## src/rtl/fir_pkg.sv

```systemverilog
// ---------------------------------------------------------------------------
// fir_pkg
// Shared definitions for the time-shared FIR and its receive-side inverse:
// sample/coefficient widths, the four-state sequencing enum and the
// accumulator-to-sample saturation helper.
// Ports: none (package).
// ---------------------------------------------------------------------------
package fir_pkg;

    localparam int DW_IN  = 16;            // filtered sample width
    localparam int CW     = 8;             // coefficient width
    localparam int DW_OUT = 8;             // recovered sample width
    localparam int PROD_W = CW + DW_OUT;   // full signed product width
    localparam int ACC_W  = 18;            // holds DW_IN sample minus two products

    typedef enum logic [1:0] {
        IDLE  = 2'd0,
        MUL_B = 2'd1,
        MUL_C = 2'd2,
        SAT   = 2'd3
    } state_t;

    // Clamp a signed accumulator value into the signed DW_OUT range.
    function automatic logic signed [DW_OUT-1:0] sat_to_w(input logic signed [ACC_W-1:0] v);
        logic signed [ACC_W-1:0] max_v;
        logic signed [ACC_W-1:0] min_v;
        max_v = {{(ACC_W-DW_OUT+1){1'b0}}, {(DW_OUT-1){1'b1}}};
        min_v = {{(ACC_W-DW_OUT+1){1'b1}}, {(DW_OUT-1){1'b0}}};
        if (v > max_v) begin
            return {1'b0, {(DW_OUT-1){1'b1}}};
        end else if (v < min_v) begin
            return {1'b1, {(DW_OUT-1){1'b0}}};
        end else begin
            return v[DW_OUT-1:0];
        end
    endfunction

endpackage

```

## src/rtl/tsh_mult_sub.sv

```systemverilog
// ---------------------------------------------------------------------------
// tsh_mult_sub
// Shared multiply-subtract datapath: one registered coefficient operand, one
// registered data operand and a signed accumulator that is either loaded
// with a sign-extended sample or decremented by the operand product.
// Ports:
//   clk, rst_n   clock, synchronous active-low reset (clears everything)
//   load         acc <= sext(load_val)
//   load_val     DW_IN signed sample
//   mac          acc <= acc - mcoef*mdat (ignored when load is high)
//   op_load      capture op_coef/op_dat into the operand registers
//   op_coef      CW signed coefficient
//   op_dat       DW_OUT signed data operand
//   acc          ACC_W signed accumulator
// ---------------------------------------------------------------------------
module tsh_mult_sub
    import fir_pkg::*;
(
    input  logic                     clk,
    input  logic                     rst_n,
    input  logic                     load,
    input  logic signed [DW_IN-1:0]  load_val,
    input  logic                     mac,
    input  logic                     op_load,
    input  logic signed [CW-1:0]     op_coef,
    input  logic signed [DW_OUT-1:0] op_dat,
    output logic signed [ACC_W-1:0]  acc
);

    logic signed [CW-1:0]     mcoef;
    logic signed [DW_OUT-1:0] mdat;
    logic signed [PROD_W-1:0] prod;

    // A CW x DW_OUT signed product always fits in PROD_W bits.
    assign prod = mcoef * mdat;

    always_ff @(posedge clk) begin
        if (!rst_n) begin
            mcoef <= '0;
            mdat  <= '0;
            acc   <= '0;
        end else begin
            if (op_load) begin
                mcoef <= op_coef;
                mdat  <= op_dat;
            end
            if (load) begin
                acc <= {{(ACC_W-DW_IN){load_val[DW_IN-1]}}, load_val};
            end else if (mac) begin
                acc <= acc - {{(ACC_W-PROD_W){prod[PROD_W-1]}}, prod};
            end
        end
    end

endmodule

```

## src/rtl/time_sharing_inv_fir.sv

```systemverilog
// ---------------------------------------------------------------------------
// time_sharing_inv_fir
// Receive-side inverse of the 3-tap time-shared FIR (monic, A = 1):
//   y[n] = sat(x[n] - B*y[n-1] - C*y[n-2])
// One shared multiplier, four cycles per sample, valid/ready on both sides.
// Ports:
//   clk, rst_n            clock, synchronous active-low reset
//   din/din_valid/din_ready     filtered sample input handshake
//   coeffB, coeffC        feedback taps, sampled when a sample is accepted
//   dout/dout_valid/dout_ready  recovered sample output handshake
// ---------------------------------------------------------------------------
module time_sharing_inv_fir
    import fir_pkg::*;
(
    input  logic                     clk,
    input  logic                     rst_n,
    input  logic signed [DW_IN-1:0]  din,
    input  logic                     din_valid,
    output logic                     din_ready,
    input  logic signed [CW-1:0]     coeffB,
    input  logic signed [CW-1:0]     coeffC,
    output logic signed [DW_OUT-1:0] dout,
    output logic                     dout_valid,
    input  logic                     dout_ready
);

    state_t                   state;
    state_t                   state_next;
    logic signed [CW-1:0]     reg_c;
    logic signed [DW_OUT-1:0] y1;
    logic signed [DW_OUT-1:0] y2;
    logic signed [DW_OUT-1:0] y_sat;
    logic signed [ACC_W-1:0]  acc;
    logic                     accept;
    logic                     load;
    logic                     mac;
    logic                     op_load;
    logic signed [CW-1:0]     op_coef;
    logic signed [DW_OUT-1:0] op_dat;

    // A new sample is only taken when the previous result is gone or leaves
    // on this same edge, so an unread result is never overwritten.
    assign din_ready = (state == IDLE) && (!dout_valid || dout_ready);
    assign accept    = din_valid && din_ready;
    assign y_sat     = sat_to_w(acc);

    tsh_mult_sub u_mult (
        .clk      (clk),
        .rst_n    (rst_n),
        .load     (load),
        .load_val (din),
        .mac      (mac),
        .op_load  (op_load),
        .op_coef  (op_coef),
        .op_dat   (op_dat),
        .acc      (acc)
    );

    always_ff @(posedge clk) begin
        if (!rst_n) begin
            state <= IDLE;
        end else begin
            state <= state_next;
        end
    end

    // Sequencing: IDLE loads the sample and the B operands, MUL_B subtracts
    // B*y1 while staging C*y2, MUL_C subtracts C*y2, SAT publishes.
    always_comb begin
        state_next = state;
        load       = 1'b0;
        mac        = 1'b0;
        op_load    = 1'b0;
        op_coef    = coeffB;
        op_dat     = y1;
        case (state)
            IDLE: begin
                if (accept) begin
                    load       = 1'b1;
                    op_load    = 1'b1;
                    state_next = MUL_B;
                end
            end
            MUL_B: begin
                mac        = 1'b1;
                op_load    = 1'b1;
                op_coef    = reg_c;
                op_dat     = y2;
                state_next = MUL_C;
            end
            MUL_C: begin
                mac        = 1'b1;
                state_next = SAT;
            end
            SAT: begin
                state_next = IDLE;
            end
            default: begin
                state_next = IDLE;
            end
        endcase
    end

    // Output register and feedback history. History holds the saturated
    // value, i.e. exactly what was emitted downstream.
    always_ff @(posedge clk) begin
        if (!rst_n) begin
            dout       <= '0;
            dout_valid <= 1'b0;
            y1         <= '0;
            y2         <= '0;
            reg_c      <= '0;
        end else begin
            if (dout_valid && dout_ready) begin
                dout_valid <= 1'b0;
            end
            if (accept) begin
                reg_c <= coeffC;
            end
            if (state == SAT) begin
                dout       <= y_sat;
                dout_valid <= 1'b1;
                y2         <= y1;
                y1         <= y_sat;
            end
        end
    end

endmodule

```

## config.mk

```make
export PLATFORM = sky130hd
export DESIGN_NAME = time_sharing_inv_fir
export DESIGN_NICKNAME = d
export VERILOG_FILES = /design/src/rtl/fir_pkg.sv /design/src/rtl/tsh_mult_sub.sv /design/src/rtl/time_sharing_inv_fir.sv
export SDC_FILE = /design/constraint.sdc
export NUM_CORES = 1
export LEC_CHECK = 0
export CORE_MARGIN = 3
export CORE_UTILIZATION = 55
export CTS_BUF_LIST = sky130_fd_sc_hd__clkbuf_8
export CTS_CLUSTER_DIAMETER = 60
export DETAILED_ROUTE_END_ITERATION = 16
export GPL_TIMING_DRIVEN = 0
export HOLD_SLACK_MARGIN = 0.06
export PLACE_DENSITY = 0.84
export SETUP_SLACK_MARGIN = 0.15
export SLEW_MARGIN = 40
export SYNTH_ARGS = -nofsm -noshare
export SYNTH_HDL_FRONTEND = slang
export SYNTH_SLANG_ARGS = --single-unit
export TNS_END_PERCENT = 20
```

## constraint.sdc

```tcl
create_clock -name clk -period 17.8 [get_ports clk]
set_clock_uncertainty 0.15 [all_clocks]
set_input_delay 3.56 -clock clk [delete_from_list [all_inputs] [get_ports clk]]
set_output_delay 3.56 -clock clk [all_outputs]
set_load 0.02 [all_outputs]
```

---- Yosys cells after proc, flatten, opt, wreduce, memory -nomap -nowiden ----
Index checks and enable logic that the tools add are counted.
word-level totals
  output and inout port bits .............. 10
  bits in registers ....................... 61
  word-level logic and storage cells ...... 39
  bits of input ports ..................... 36
operators by class
  equal/unequal tests ..................... 4
  add/subtract/negate cells ............... 1
  reductions and logical operators ........ 9
  $lt $le $gt $ge ......................... 2
  muxes and demuxes ....................... 14
  multipliers ............................. 1
operators by type and width
  cell                 number
  $mux 18              2
  $mux 8               4
  $gt 18x8->1 const B  1
  $lt 18x8->1 const B  1
  $sub 18x18->18       1
  $mul 8x8->16         1
  $pmux 2 s4           1
  $mux 1               5
  $eq 2x2->1 const B   2
  $reduce_bool 2->1    2
  $logic_and 1x1->1    3
  $eq 2x1->1 const B   1
  $logic_not 2->1      1
  $mux 2               1
  $ne 2x2->1 const B   1
  $pmux 1 s2           1
  $reduce_or 2->1      1
  $logic_not 1->1      1
  $logic_or 1x1->1     1

---- Depth between registers and ports, before layout ----
  word-level depth ........................ 7
  mapped depth ............................ 27
  depth with buffers taken out ............ 27

---- Cells and area by module ----
From an unflattened synthesis, not the netlist that was laid out.
second synthesis, totals
  cell total of the unflattened synthesis .. 683
  area total of the unflattened synthesis .. 5,945.7 um^2
by module, submodules not included
  module                seq. area each (um^2)  area each (um^2)  cells an instance  instances
  tsh_mult_sub          680.7                  4,677.0           542                1
  time_sharing_inv_fir  540.5                  1,268.7           141                1

---- Least setup slack after synthesis ----
No wires, ideal clock.
  path kind ............................... in2out
  start point ............................. in dout_ready
  end point ............................... out din_ready
  buffers on the path ..................... 0
  arrival ................................. 3.931 ns
  cell stages on the path ................. 2
  path slack .............................. 10.159 ns
  data required time ...................... 14.090 ns
  path through ............................ nand2b_1 -> and2_1
on the way
  longest elaborated chain between the ends .. 2
ends and longest elaborated chain
  what               RTL line                    RTL
  start, declared    time_sharing_inv_fir.sv:24  input logic dout_ready
  $logic_or 1x1->1   time_sharing_inv_fir.sv:43  assign din_ready = (state == IDLE) && (!dout_valid || dout_ready);
  $logic_and 1x1->1  time_sharing_inv_fir.sv:43
  end, declared      time_sharing_inv_fir.sv:19  output logic din_ready,
No other way between the ends.

---- Final worst setup path ----
Same ends and word-level chain as after synthesis.

==> qor.log <==
[pwr] sequential share of power 28.2%
[clocking] hold_buf cts 0
[sta] crit path setup slack, layout 9.173 ns
[route] detail-routed net length per standard cell 15.81 um
[clocking] Resize count post-CTS 0
[route] Iteration-0 DRC Markers 228
[sta] remaining max-slew budget at the tightest pin 56.64%
[worst_hold_path] Worst Hold End reg_c[7]$_SDFFE_PN0P_
[clocking] H-tree levels 3
[clocking] clock sink count 61
[placed_design] final weighted congestion of routability-driven global placement 0.8916
[sta] setup TNS 0 ns
[synthesis] number of warnings reported in the yosys synthesis log 0
[sta] Hold Worst Slack 0.3135 ns
[placed_design] HPWL after detailed placement 11.40 mm
[floorplanning] area of the placeable core 0.01000 mm2
[final_layout] utilization after layout 65.80%
[clocking] clock tree from TritonCTS yes
[floorplanning] I/O pin count 46
[critical_path] critical path start-end classification primary input to output pin
[pwr] Max IR drop VDD 0.07741 mV
[critical_path] Critical Path Source Type primary input
[sta] final hold violation count 0
[sta] Final min period 8.627 ns
[sta] final slew viol count 0
[clocking] post-CTS setup buffer count 0
[pwr] net switching power of the design 348.1 uW
[clocking] number of clock buffers inserted by TritonCTS 9
[clocking] Skew-Pair Late Insertion Delay 0.35 ns
[clocking] Max Buffers Root-to-Sink 2
[pwr] Clk network pwr share 16.8%
[route] routed vias 5,002
[synthesis] Most used DFF post-synth sky130_fd_sc_hd__dfxtp_1
[final_layout] fillcell total 829
[sta] maximum clock rate 115.9 MHz
[sta] post-route clock period utilization 48.47%
[floorplanning] std cell rows 36
[final_layout] antenna diode count 0
[sta] unrepaired setup endpoints after global routing false
[grt] Overflow after GRT 0
[grt] first-pass GRT wire length 24.19 mm
[clocking] CTS root buf sky130_fd_sc_hd__clkbuf_8
[synthesis] nets in the synthesized netlist 841
[worst_hold_path] Hold Crit Start reg_c[7]$_SDFFE_PN0P_
[synthesis] synthesized area 0.005766 mm2
[grt] Total Routing Usage GR 25.93%
[pwr] internal power 409.1 uW
[synthesis] sequential share of the synthesized area 21.18%
[sta] final-report setup violation count 0
[pwr] Sw Share 45.97%
[grt] vias in the first global route 5,097
[placed_design] post-placement worst setup slack 9.159 ns
[critical_path] crit path capture type output pin
[critical_path] data arrival time of the worst path 4.92 ns
[synthesis] synthesized area per cell 8.225 um2
[final_layout] synthesis-to-layout area growth 14.13%
[pwr] post-layout total power 757.3 uW
[synthesis] fraction of registers with async set or reset after synthesis 0%
[critical_path] maximum fanout along the worst path 3
[route] total wirelength of the detailed-routed design 14.15 mm
[floorplanning] Initial Utilization 57.66%
[worst_hold_path] cell depth of the worst min-delay path 2
[clocking] clock transition at the registers of the reported paths 0.08 ns
[placed_design] Port-buffer cells 45
[final_layout] net count reported at finish 897
[floorplanning] Die W 108.4 um
[critical_path] Worst Reg2Reg Path Length in Cells 26
[grt] pin count of the biggest net entering global routing 13
[critical_path] Reg2Reg Launch Point u_mult.mdat[7]$_SDFFE_PN0P_
[floorplanning] die outline area 0.01175 mm2
[worst_hold_path] worst hold-check path type register to register
[route] number of optimization iterations in the first detailed-route pass 4
[critical_path] Critical R2R Capture u_mult.acc[17]$_SDFFE_PN0P_
[grt] number of antenna violations at the first check in global routing 0
[floorplanning] Die Ht 108.4 um
[flow_run] max-cap violation count 0
[pwr] Gate power share 55.0%
[pwr] power per unit of standard cell area 115.1 mW/mm2
[critical_path] reg2reg setup slack 11.40 ns
[sta] Worst-Margin Slew 0.6473 ns
[route] per-cell via count in the routed design 5.589
[synthesis] number of different library cells in the post-synthesis netlist 50
[synthesis] count of flip-flops with a built-in enable after synthesis 0
[synthesis] flip-flop and latch count after synthesis 61
[final_layout] share of layout cells above drive strength 1 4.068%
[pwr] reported leakage power 2.851 nW
[synthesis] synthesized instance count 701
[route] count of unresolved DRC violations after routing 0
[critical_path] required time of the critical path 14.09 ns
[route] antenna violation net count after detailed routing 0
[run_status] run status finished clean
==> area by class of cell <==
type | count | area [um2] | area share, %
Multi-Input combinational cell | 517 | 4074 | 61.91
Sequential cell | 61 | 1221 | 18.56
Timing Repair Buffer | 45 | 450.4 | 6.845
Inverter | 102 | 382.9 | 5.819
Tap cell | 133 | 166.4 | 2.529
Clock buffer | 9 | 123.9 | 1.882
Buffer | 21 | 87.58 | 1.331
Clock inverter | 7 | 73.82 | 1.122
==> kinds of logic after synthesis <==
family	synth area share, %
multiplexers	2.778
AND/OR/NAND/NOR	18.62
flip-flops	21.18
AO/OA/AOI/OAI	14.74
XOR/XNOR	4.666
buffers and inverters	8.160
adder cells (fa/ha/maj)	29.86
==> power groups by stage <==
stage | Combinational (mW) | Clock (mW) | Sequential [mW]
after global placement | 0.397 | 0 | 0.213
after CTS | 0.412 | 0.127 | 0.212
after detailed placement | 0.405 | 0 | 0.215
final | 0.417 | 0.127 | 0.214
after floorplan | 0.314 | 0 | 0.200
after global routing | 0.460 | 0.135 | 0.217
==> cells in the mapped netlist, types with 10 or more instances <==
cell type                  number  area [um2]
sky130_fd_sc_hd__ha_1          48       600.6
sky130_fd_sc_hd__clkbuf_1      17       63.81
sky130_fd_sc_hd__xor2_1        10       87.58
sky130_fd_sc_hd__xnor2_1       17       148.9
sky130_fd_sc_hd__fa_1          56        1121
sky130_fd_sc_hd__inv_1         99       371.6
sky130_fd_sc_hd__nand2_1       83       311.6
sky130_fd_sc_hd__nor2_1        57       214.0
sky130_fd_sc_hd__mux2i_1       16       160.2
sky130_fd_sc_hd__o21ai_0       20       100.1
sky130_fd_sc_hd__a211oi_1      11       82.58
sky130_fd_sc_hd__dfxtp_1       61        1221
sky130_fd_sc_hd__a21oi_1       73       365.4
sky130_fd_sc_hd__and2_1        46       287.8
==> worst max path at each step <==
stage	from	end	slack, ns
floorplan	dout_ready	din_ready	10.16
global placement	dout_ready	din_ready	9.19
detailed placement	dout_ready	din_ready	9.16
CTS	dout_ready	din_ready	9.16
global route	dout_ready	din_ready	9.09
finish	dout_ready	din_ready	9.17
==> per-layer routing <==
| layer | wire (um) | track usage [%] | up-vias |
|---|---|---|---|
| li1 | - | - | 2404 |
| met1 | 5929 | 33.04 | 2390 |
| met2 | 6891 | 43.65 | 165 |
| met3 | 829 | 4.836 | 43 |
| met4 | 504 | 10.19 | 0 |
| met5 | 0 | 0 | - |
==> cell usage in the layout, fill, tap and decap left out, types with 16 or more instances in the layout <==
cell type	synthesis	layout
sky130_fd_sc_hd__inv_1	99	99
sky130_fd_sc_hd__nand2_1	83	83
sky130_fd_sc_hd__a21oi_1	73	73
sky130_fd_sc_hd__dfxtp_1	61	61
sky130_fd_sc_hd__nor2_1	57	57
sky130_fd_sc_hd__fa_1	56	56
sky130_fd_sc_hd__ha_1	48	48
sky130_fd_sc_hd__and2_1	46	46
sky130_fd_sc_hd__clkdlybuf4s50_1	0	45
sky130_fd_sc_hd__o21ai_0	20	20
sky130_fd_sc_hd__xnor2_1	17	17
sky130_fd_sc_hd__clkbuf_1	17	17
sky130_fd_sc_hd__mux2i_1	16	16
==> flip-flops by register name (all words and copies together) (netlist names) <==
signal and count:
u_mult.mdat 8, state 2, u_mult.acc 18, dout_valid 1
reg_c 8, y2 8, u_mult.mcoef 8, y1 8
==> critical path: stages <==
cell                              delay (ns)
sky130_fd_sc_hd__clkdlybuf4s50_1        0.45
sky130_fd_sc_hd__nand2b_1               0.14
sky130_fd_sc_hd__and2_1                 0.16
sky130_fd_sc_hd__clkdlybuf4s50_1        0.60
==> metrics by stage <==
step	std cells	area (um2)
5_1_grt	895	6580
2_1_floorplan	701	5766
6_report	895	6580
4_1_cts	895	6580
3_3_place_gp	879	6382
3_5_place_dp	879	6382
(Power assumes the default switching activity.)
